File: config.mk
export PLATFORM = sky130hd
export DESIGN_NAME = uart8_transmitter
export DESIGN_NICKNAME = d
export VERILOG_FILES = /design/src/rtl/uart_pkg.sv /design/src/rtl/uart_bit_timer.sv /design/src/rtl/uart8_transmitter.sv
export SDC_FILE = /design/constraint.sdc
export NUM_CORES = 1
export LEC_CHECK = 0
export ABC_AREA = 1
export CORE_MARGIN = 4
export CORE_UTILIZATION = 50
export CTS_BUF_LIST = sky130_fd_sc_hd__clkbuf_4
export DETAILED_ROUTE_END_ITERATION = 16
export DONT_BUFFER_PORTS = 1
export PLACE_DENSITY_LB_ADDON = 0.2
export SYNTH_ARGS = -nofsm -noshare
export SYNTH_HDL_FRONTEND = slang
export SYNTH_HIERARCHICAL = 1
export SYNTH_SLANG_ARGS = --single-unit
File: constraint.sdc
create_clock -name clk -period 1.4 [get_ports clk]
set_input_delay 0.21 -clock clk [delete_from_list [all_inputs] [get_ports clk]]
set_output_delay 0.21 -clock clk [all_outputs]
set_load 0.05 [all_outputs]
File: src/rtl/uart_pkg.sv
// Shared UART definitions: FSM state encoding, default oversample ratio and data width.
// Used by both the 8-bit receiver and the 8N1 transmitter.
package uart_pkg;

  typedef enum logic [2:0] {
    IDLE       = 3'd0,
    START_BIT  = 3'd1,
    DATA_BITS  = 3'd2,
    PARITY_BIT = 3'd3,
    STOP_BIT   = 3'd4
  } uart_state_t;

  localparam int OVERSAMPLE_DEF = 16;
  localparam int DATA_BITS_N    = 8;

endpackage

File: src/rtl/uart_bit_timer.sv
// Cycle counter 0..last with synchronous clear; tc is high while count == last.
// Latency: tc is combinational from the registered count; no backpressure.
module uart_bit_timer #(
  parameter int WIDTH = 4
) (
  input  logic             clk,
  input  logic             rst_n,
  input  logic             clr,
  input  logic [WIDTH-1:0] last,
  output logic             tc
);

  logic [WIDTH-1:0] count;

  assign tc = (count == last);

  always_ff @(posedge clk or negedge rst_n) begin
    if (!rst_n) begin
      count <= '0;
    end else if (clr || tc) begin
      count <= '0;
    end else begin
      count <= count + 1'b1;
    end
  end

endmodule

File: src/rtl/uart8_transmitter.sv
// 8N1 UART transmitter: one byte per accepted start, LSB first, all outputs registered.
// Latency: out falls on the accepting edge; start is ignored while busy. Optional UART_TX_PARITY_EN adds even parity.
module uart8_transmitter
  import uart_pkg::*;
#(
  parameter int OVERSAMPLE = OVERSAMPLE_DEF,
  parameter int STOP_BITS  = 1
) (
  input  logic       clk,
  input  logic       rst_n,
  input  logic       en,
  input  logic       start,
  input  logic [7:0] in,
  output logic       out,
  output logic       busy,
  output logic       done
);

  localparam int CW = $clog2(OVERSAMPLE * STOP_BITS);
  localparam logic [CW-1:0] BIT_LAST  = CW'(OVERSAMPLE - 1);
  localparam logic [CW-1:0] STOP_LAST = CW'(OVERSAMPLE * STOP_BITS - 1);
  localparam logic [2:0]    IDX_LAST  = 3'(DATA_BITS_N - 1);

  uart_state_t   state, state_nxt;
  logic [7:0]    shift, shift_nxt;
  logic [2:0]    bit_idx, bit_idx_nxt;
  logic          out_nxt, busy_nxt, done_nxt;
  logic          timer_clr, tc;
  logic [CW-1:0] tick_last;

  uart_bit_timer #(.WIDTH(CW)) u_timer (
    .clk   (clk),
    .rst_n (rst_n),
    .clr   (timer_clr),
    .last  (tick_last),
    .tc    (tc)
  );

  always_ff @(posedge clk or negedge rst_n) begin
    if (!rst_n) begin
      state   <= IDLE;
      shift   <= '0;
      bit_idx <= '0;
      out     <= 1'b1;
      busy    <= 1'b0;
      done    <= 1'b0;
    end else begin
      state   <= state_nxt;
      shift   <= shift_nxt;
      bit_idx <= bit_idx_nxt;
      out     <= out_nxt;
      busy    <= busy_nxt;
      done    <= done_nxt;
    end
  end

  always_comb begin
    state_nxt   = state;
    shift_nxt   = shift;
    bit_idx_nxt = bit_idx;
    out_nxt     = 1'b1;
    busy_nxt    = busy;
    done_nxt    = 1'b0;
    tick_last   = BIT_LAST;
    timer_clr   = 1'b0;

    if (!en) begin
      state_nxt   = IDLE;
      bit_idx_nxt = '0;
      busy_nxt    = 1'b0;
      timer_clr   = 1'b1;
    end else begin
      case (state)
        IDLE: begin
          timer_clr   = 1'b1;
          busy_nxt    = 1'b0;
          bit_idx_nxt = '0;
          if (start) begin
            shift_nxt = in;
            state_nxt = START_BIT;
            out_nxt   = 1'b0;
            busy_nxt  = 1'b1;
          end
        end
        START_BIT: begin
          out_nxt = 1'b0;
          if (tc) begin
            state_nxt = DATA_BITS;
            out_nxt   = shift[0];
          end
        end
        DATA_BITS: begin
          out_nxt = shift[bit_idx];
          if (tc) begin
            if (bit_idx == IDX_LAST) begin
`ifdef UART_TX_PARITY_EN
              state_nxt = PARITY_BIT;
              out_nxt   = ^shift;
`else
              state_nxt = STOP_BIT;
              out_nxt   = 1'b1;
`endif
            end else begin
              bit_idx_nxt = bit_idx + 3'd1;
              out_nxt     = shift[bit_idx + 3'd1];
            end
          end
        end
`ifdef UART_TX_PARITY_EN
        PARITY_BIT: begin
          out_nxt = ^shift;
          if (tc) begin
            state_nxt = STOP_BIT;
            out_nxt   = 1'b1;
          end
        end
`endif
        STOP_BIT: begin
          // The stop phase spans all stop bits in one count.
          tick_last = STOP_LAST;
          if (tc) begin
            state_nxt = IDLE;
            busy_nxt  = 1'b0;
            done_nxt  = 1'b1;
          end
        end
        default: begin
          state_nxt   = IDLE;
          bit_idx_nxt = '0;
          busy_nxt    = 1'b0;
          timer_clr   = 1'b1;
        end
      endcase
    end
  end

endmodule
## After elaboration in Yosys (flattened, before gate mapping)

Index checks and enable logic that the tools add are counted.

- Add/sub/neg operators: 2
- Magnitude comparators: 2
- Equality and inequality tests: 13
- Muxes and demuxes: 31
- Reduce and logical (&&, ||, !) cells: 9

Operators with widths:

| operator | count |
|---|---|
| $mux 3 | 9 |
| $mux 1 | 15 |
| $pmux 3 s4 | 1 |
| $ne 3x2->1 const B | 3 |
| $ne 3x3->1 const B | 3 |
| $lt 3x4->1 const B | 2 |
| $bmux 1 s3 | 2 |
| $eq 3x3->1 const B | 2 |
| $pmux 1 s3 | 2 |
| $pmux 3 s2 | 1 |
| $reduce_and 3->1 | 2 |
| $reduce_and 5->1 | 1 |
| $add 4x1->4 const B | 1 |
| $eq 4x4->1 const B | 1 |
| $mux 4 | 1 |
| $ne 2x2->1 const B | 2 |
| $reduce_or 2->1 | 2 |
| $add 3x1->3 const B | 1 |
| $eq 3x1->1 const B | 1 |
| $eq 3x2->1 const B | 1 |
| $logic_not 3->1 | 1 |
| $reduce_or 3->1 | 1 |
| $reduce_and 2->1 | 1 |
| $logic_or 1x1->1 | 1 |

- Bits in registers: 21
- Bits of input ports: 12
- Output and inout bits: 3
- Word-level logic and storage cells: 64

## Depth between registers and ports, before layout

- Word-level depth: 7
- Depth in mapped cells: 12
- Gate-level depth less buffers: 12

## Hierarchy

The synthesis kept the hierarchy.

By module, submodules not included:

| module | instances | cells each | area an instance (µm²) |
|---|---|---|---|
| uart8_transmitter | 1 | 131 | 1,013.5 |
| uart_bit_timer | 1 | 39 | 254.0 |

## Worst setup path after synthesis

Ideal clock, no wire load.

- Path kind: reg2reg
- Start point: register u_timer.count[2]
- End point: register bit_idx[0]
- Arrival time: 1.306 ns
- Data required time: 1.324 ns
- Path slack: 0.018 ns
- Stages on the path, launching flop included: 13
- Clock period less this slack: 1.382 ns
- Cells stage by stage: dfrtp_1 -> inv_1 -> nand2_1 -> nand2_1 -> nor2_1 -> nand2_1 -> inv_1 -> inv_1 -> nor2_1 -> nor2_2 -> nor2_4 -> nand3_1 -> o21ai_1

- Cells in the longest elaborated chain, start to end: 3

RTL lines:

| element | RTL line | source |
|---|---|---|
| start: declaration | uart_bit_timer.sv:13 | `logic [WIDTH-1:0] count;` |
| start signal: assignment | uart_bit_timer.sv:23 | `count <= count + 1'b1;` |
| $eq 4x4->1 | uart_bit_timer.sv:15 | `assign tc = (count == last);` |
| net tc | uart8_transmitter.sv:28 | `logic timer_clr, tc;` |
| $ne 3x2->1 (no line) | - |  |
| $reduce_and 3->1 (no line) | - |  |
| end signal: assignment | uart8_transmitter.sv:50 | `bit_idx <= bit_idx_nxt;` |
| end: declaration | uart8_transmitter.sv:26 | `logic [2:0] bit_idx, bit_idx_nxt;` |

The timed path passes the listed nets, and every way through them passes these cells.
A chain may end at the register's enable or synchronous reset.

## Final worst setup path

- Start point: register state[1]
- End point: register bit_idx[2]

- Cells in the longest elaborated chain, start to end: 4

RTL lines:

| element | RTL line | source |
|---|---|---|
| start: declaration | uart8_transmitter.sv:24 | `uart_state_t state, state_nxt;` |
| start signal: assignment | uart8_transmitter.sv:48 | `state <= state_nxt;` |
| $eq 3x3->1 / $eq 3x1->1 (equally long branches) | uart8_transmitter.sv:73 | `case (state)` |
| $reduce_or 2->1 (no line) | - |  |
| $pmux 3 s2 / $ne 2x2->1 (equally long branches) | - |  |
| $mux 3 / $reduce_and 3->1 (equally long branches) | - |  |

Parallel ways exist; a longest one is shown, timed or not.

==> impl_metrics.xml <==
<?xml version="1.0" encoding="UTF-8"?>
<metrics>
  <group name="status">
    <metric name="run_status" unit="">finished, violations left</metric>
    <metric name="violations_in_the_final_reports" unit="">negative setup slack</metric>
  </group>
  <group name="clock_tree">
    <metric name="cts-buffers-inserted" unit="">3</metric>
    <metric name="clock_sinks" unit="">21</metric>
    <metric name="clock_tree.root_cell" unit="">sky130_fd_sc_hd__clkbuf_4</metric>
    <metric name="clock_tree.htree_level_count" unit="">1</metric>
    <metric name="path_clk_slew" unit="ps">120</metric>
    <metric name="max-clock-path-buffers" unit="">2</metric>
    <metric name="tritoncts" unit="">done</metric>
    <metric name="worstSkewPairLatency" unit="ps">310</metric>
  </group>
  <group name="yosys">
    <metric name="postSynthRegisterBits" unit="">21</metric>
    <metric name="netlist_instances" unit="">170</metric>
    <metric name="yosys.area_share.adder" unit="">0.02962</metric>
    <metric name="synth_simple_gate_area_share" unit="">0.4442</metric>
    <metric name="main_combinational_cell_family_by_area_after_synthesis" unit="">simple AND/OR/NAND/NOR gates</metric>
    <metric name="synth_compound_area_frac" unit="">0.03060</metric>
    <metric name="synthesis.yosys.warnings" unit="">6</metric>
    <metric name="syn_avg_cell_area" unit="um2">7.456</metric>
    <metric name="seq_area_frac_synth" unit="">0.4156</metric>
    <metric name="synth_mux_area_frac" unit="">0</metric>
    <metric name="mappedNetlistArea" unit="um2">1267</metric>
    <metric name="unique_masters_post_synth" unit="">29</metric>
    <metric name="post_synth_xor_area_fraction" unit="">0.01382</metric>
  </group>
  <group name="drt">
    <metric name="route.vias.total" unit="">1168</metric>
    <metric name="final_antenna_net_count" unit="">0</metric>
    <metric name="vias_per_cell" unit="">5.238</metric>
    <metric name="drt_pass1_iterations" unit="">4</metric>
    <metric name="detail_route.iter0.violations" unit="">31</metric>
    <metric name="route.detailed.drc" unit="">0</metric>
    <metric name="routedWlPerCell" unit="um">12.22</metric>
    <metric name="detail_route.wirelength" unit="mm">2.726</metric>
  </group>
  <group name="timing">
    <metric name="hold_violations" unit="">0</metric>
    <metric name="minimum_clock_period_after_layout" unit="ps">1425</metric>
    <metric name="finalSetupViolations" unit="">3</metric>
    <metric name="rsz0062_at_grt" unit="">yes</metric>
    <metric name="fmax" unit="MHz">701.9</metric>
    <metric name="tns" unit="ps">-48.91</metric>
    <metric name="timing.final.crit_share" unit="">1.018</metric>
    <metric name="timing.final.max_slew_violations" unit="">0</metric>
    <metric name="clock_skew" unit="ps">5.090</metric>
    <metric name="max_slew_margin" unit="">0.3890</metric>
    <metric name="tightest_slew" unit="ps">913.5</metric>
    <metric name="finalWorstSetupSlack" unit="ps">-24.63</metric>
  </group>
  <group name="power_and_ir_drop">
    <metric name="p_switching" unit="W">0.001162</metric>
    <metric name="power.density" unit="nW/um2">1661</metric>
    <metric name="clock_power_share" unit="">0.127</metric>
    <metric name="power.ir.vdd_worst" unit="V">0.001097</metric>
    <metric name="switching_share" unit="">0.4574</metric>
    <metric name="p_int" unit="W">0.001379</metric>
    <metric name="share_comb_of_total_power" unit="">0.447</metric>
    <metric name="seq_power_share" unit="">0.426</metric>
    <metric name="finalPower" unit="W">0.002542</metric>
    <metric name="leakagePower" unit="nW">0.8204</metric>
  </group>
  <group name="hold_path">
    <metric name="hp-class" unit="">input pin to register</metric>
  </group>
  <group name="place">
    <metric name="gp_congestion" unit="">0.8369</metric>
    <metric name="detailed_place_hpwl" unit="mm">1.918</metric>
    <metric name="number_of_port_buffers" unit="">0</metric>
    <metric name="detailedPlace.worstSlack" unit="ps">-24.88</metric>
  </group>
  <group name="critical_path">
    <metric name="critPathCaptureType" unit="">register</metric>
    <metric name="cp_data_required_time" unit="ps">1610</metric>
    <metric name="arrival_worst_endpoint" unit="ps">1630</metric>
    <metric name="crit_type" unit="">register to register</metric>
    <metric name="crit_path_max_fanout" unit="">5</metric>
    <metric name="setup.worst_path.start_class" unit="">register</metric>
  </group>
  <group name="final_layout">
    <metric name="antennaDiodeCount" unit="">0</metric>
    <metric name="num-fill-cells" unit="">215</metric>
    <metric name="layout_common_cells" unit="">sky130_fd_sc_hd__nand2_1 (54), sky130_fd_sc_hd__nand3_1 (26), sky130_fd_sc_hd__dfrtp_1 (19)</metric>
    <metric name="mostFrequentLayoutCell" unit="">sky130_fd_sc_hd__nand2_1</metric>
    <metric name="areaGrowthSynthToFinish" unit="%">20.73</metric>
    <metric name="drive_above_1_share" unit="">0.2564</metric>
    <metric name="design.final.nets" unit="">211</metric>
  </group>
  <group name="floorplan">
    <metric name="pin_count" unit="">15</metric>
    <metric name="floorplan.die.height" unit="um">58.35</metric>
    <metric name="die_w" unit="um">58.35</metric>
    <metric name="standard_cell_row_count" unit="">17</metric>
    <metric name="floorplan.initialDensity" unit="">0.5467</metric>
    <metric name="core_region_area" unit="um2">2318</metric>
    <metric name="die_area" unit="um2">3405</metric>
  </group>
  <group name="global_route">
    <metric name="globalRoute.totalOverflow" unit="">0</metric>
    <metric name="grt_antenna_before_repair" unit="">0</metric>
    <metric name="grt_first_pass_wirelength" unit="mm">4.678</metric>
    <metric name="globalRouteTotalUtil" unit="">0.1746</metric>
    <metric name="grt_pass1_vias" unit="">1150</metric>
    <metric name="grt_max_degree" unit="">22</metric>
  </group>
  <group name="flow_run">
    <metric name="max-cap-violations" unit="">0</metric>
  </group>
</metrics>
## cell usage after synthesis
cell	n	area (um2)
sky130_fd_sc_hd__nand3_1	28	140.1
sky130_fd_sc_hd__nand2_4	2	22.52
sky130_fd_sc_hd__o21ai_1	4	20.02
sky130_fd_sc_hd__xor2_1	1	8.760
sky130_fd_sc_hd__nor2_1	14	52.55
sky130_fd_sc_hd__inv_2	2	7.510
sky130_fd_sc_hd__nand2_2	3	18.77
sky130_fd_sc_hd__conb_1	1	3.750
sky130_fd_sc_hd__nand2_1	56	210.2
sky130_fd_sc_hd__nor3_4	1	16.27
sky130_fd_sc_hd__xnor2_1	1	8.760
sky130_fd_sc_hd__nand3b_1	2	15.01
sky130_fd_sc_hd__nor2_8	1	20.02
sky130_fd_sc_hd__buf_2	1	5.000
sky130_fd_sc_hd__nand4_1	1	6.260
sky130_fd_sc_hd__nor3_1	1	5.000
sky130_fd_sc_hd__nand3_2	1	10.01
sky130_fd_sc_hd__clkbuf_1	1	3.750
sky130_fd_sc_hd__o211ai_1	1	7.510
sky130_fd_sc_hd__nor3_2	1	10.01
sky130_fd_sc_hd__nor2_4	1	11.26
sky130_fd_sc_hd__o21ai_0	1	5.000
sky130_fd_sc_hd__dfrtp_1	20	500.5
sky130_fd_sc_hd__o22ai_1	1	6.260
sky130_fd_sc_hd__nor2_2	2	12.51
sky130_fd_sc_hd__nand4_2	1	12.51
sky130_fd_sc_hd__dfstp_2	1	26.28
sky130_fd_sc_hd__inv_1	17	63.81
sky130_fd_sc_hd__ha_1	3	37.54
## worst max-delay path, cell delays in order, from the launching register on
cell	delay [ps]
sky130_fd_sc_hd__dfrtp_1	490
sky130_fd_sc_hd__inv_1	140
sky130_fd_sc_hd__nor3_4	180
sky130_fd_sc_hd__nand2_2	110
sky130_fd_sc_hd__nor2_2	190
sky130_fd_sc_hd__nor2_4	70
sky130_fd_sc_hd__nand3_2	80
sky130_fd_sc_hd__o21ai_2	50
## flip-flops by register name (all words and copies together) (netlist names)
signal,cells
shift,8
u_timer/count,4
bit_idx,3
state,3
busy,1
done,1
out,1
## metrics by stage
step | instances | instance area (um2) | hold slack [ps] | utilization
after floorplan | 177 | 1294 | -85.59 | -
after global placement | 211 | 1380 | -85.07 | 0.5953
after detailed placement | 211 | 1380 | -84.98 | 0.5953
after CTS | 219 | 1456 | 24.01 | 0.6282
after global routing | 223 | 1530 | 27.31 | 0.6600
final | 223 | 1530 | 22.22 | 0.6600
## layout make-up
cell class                      instances  area, um2  share of cell area
Timing Repair Buffer                   16      122.6             0.08013
Multi-Input combinational cell        135      740.7              0.4841
Inverter                               19      73.82             0.04824
Tap cell                               28      35.03             0.02289
Clock buffer                            4      30.03             0.01962
Sequential cell                        21      528.0              0.3451
## path summary, 6_finish.rpt
check,startpoint,endpoint,slack [ps],depth (start not counted)
worst max register to register,state[1],bit_idx[2],-20,7
min in group asynchronous,rst_n,done,460,1
max in group asynchronous,rst_n,state[2],330,1
worst max-delay path,state[1],bit_idx[2],-20,7
worst min-delay path,in[0],shift[0],20,2
worst min register to register,shift[4],shift[4],510,2
## routing by layer
metal | vias to the layer above | global-route usage | wire, um
li1 | 592 | - | -
met5 | - | 0 | 0
met3 | 13 | 0.02851 | 124
met1 | 528 | 0.2148 | 1179
met4 | 0 | 0.06954 | 91
met2 | 35 | 0.3030 | 1330
## power by group through the flow
stage / Clock, W / Combinational (W) / Sequential, W
2_1_floorplan: 0 / 0.000801 / 0.00104
3_3_place_gp: 0 / 0.000977 / 0.00107
3_5_place_dp: 0 / 0.00101 / 0.00107
4_1_cts: 0.000321 / 0.00104 / 0.00106
5_1_grt: 0.000348 / 0.00129 / 0.00111
6_report: 0.000323 / 0.00114 / 0.00108
## timing repair
action                                 in CTS  in global routing
setup endpoints to repair                   3                 20
hold buffers                                1                  0
pin swaps                                   6                  5
endpoints found under the hold margin      21                  0
gates resized for setup                     5                 14
setup buffers                               3                  4
## logic make-up (layout without fill, tap and decap cells)
| group | Yosys count | in the layout |
|---|---|---|
| adders and majority gates | 3 | 3 |
| AOI/OAI and AO/OA | 7 | 7 |
| and+or+nand+nor | 115 | 115 |
| buffers and inverters | 21 | 39 |
| xor gates and xnor gates | 2 | 2 |
| DFF | 21 | 21 |
| other | 1 | 8 |
Power figures use the tool's default switching activity.
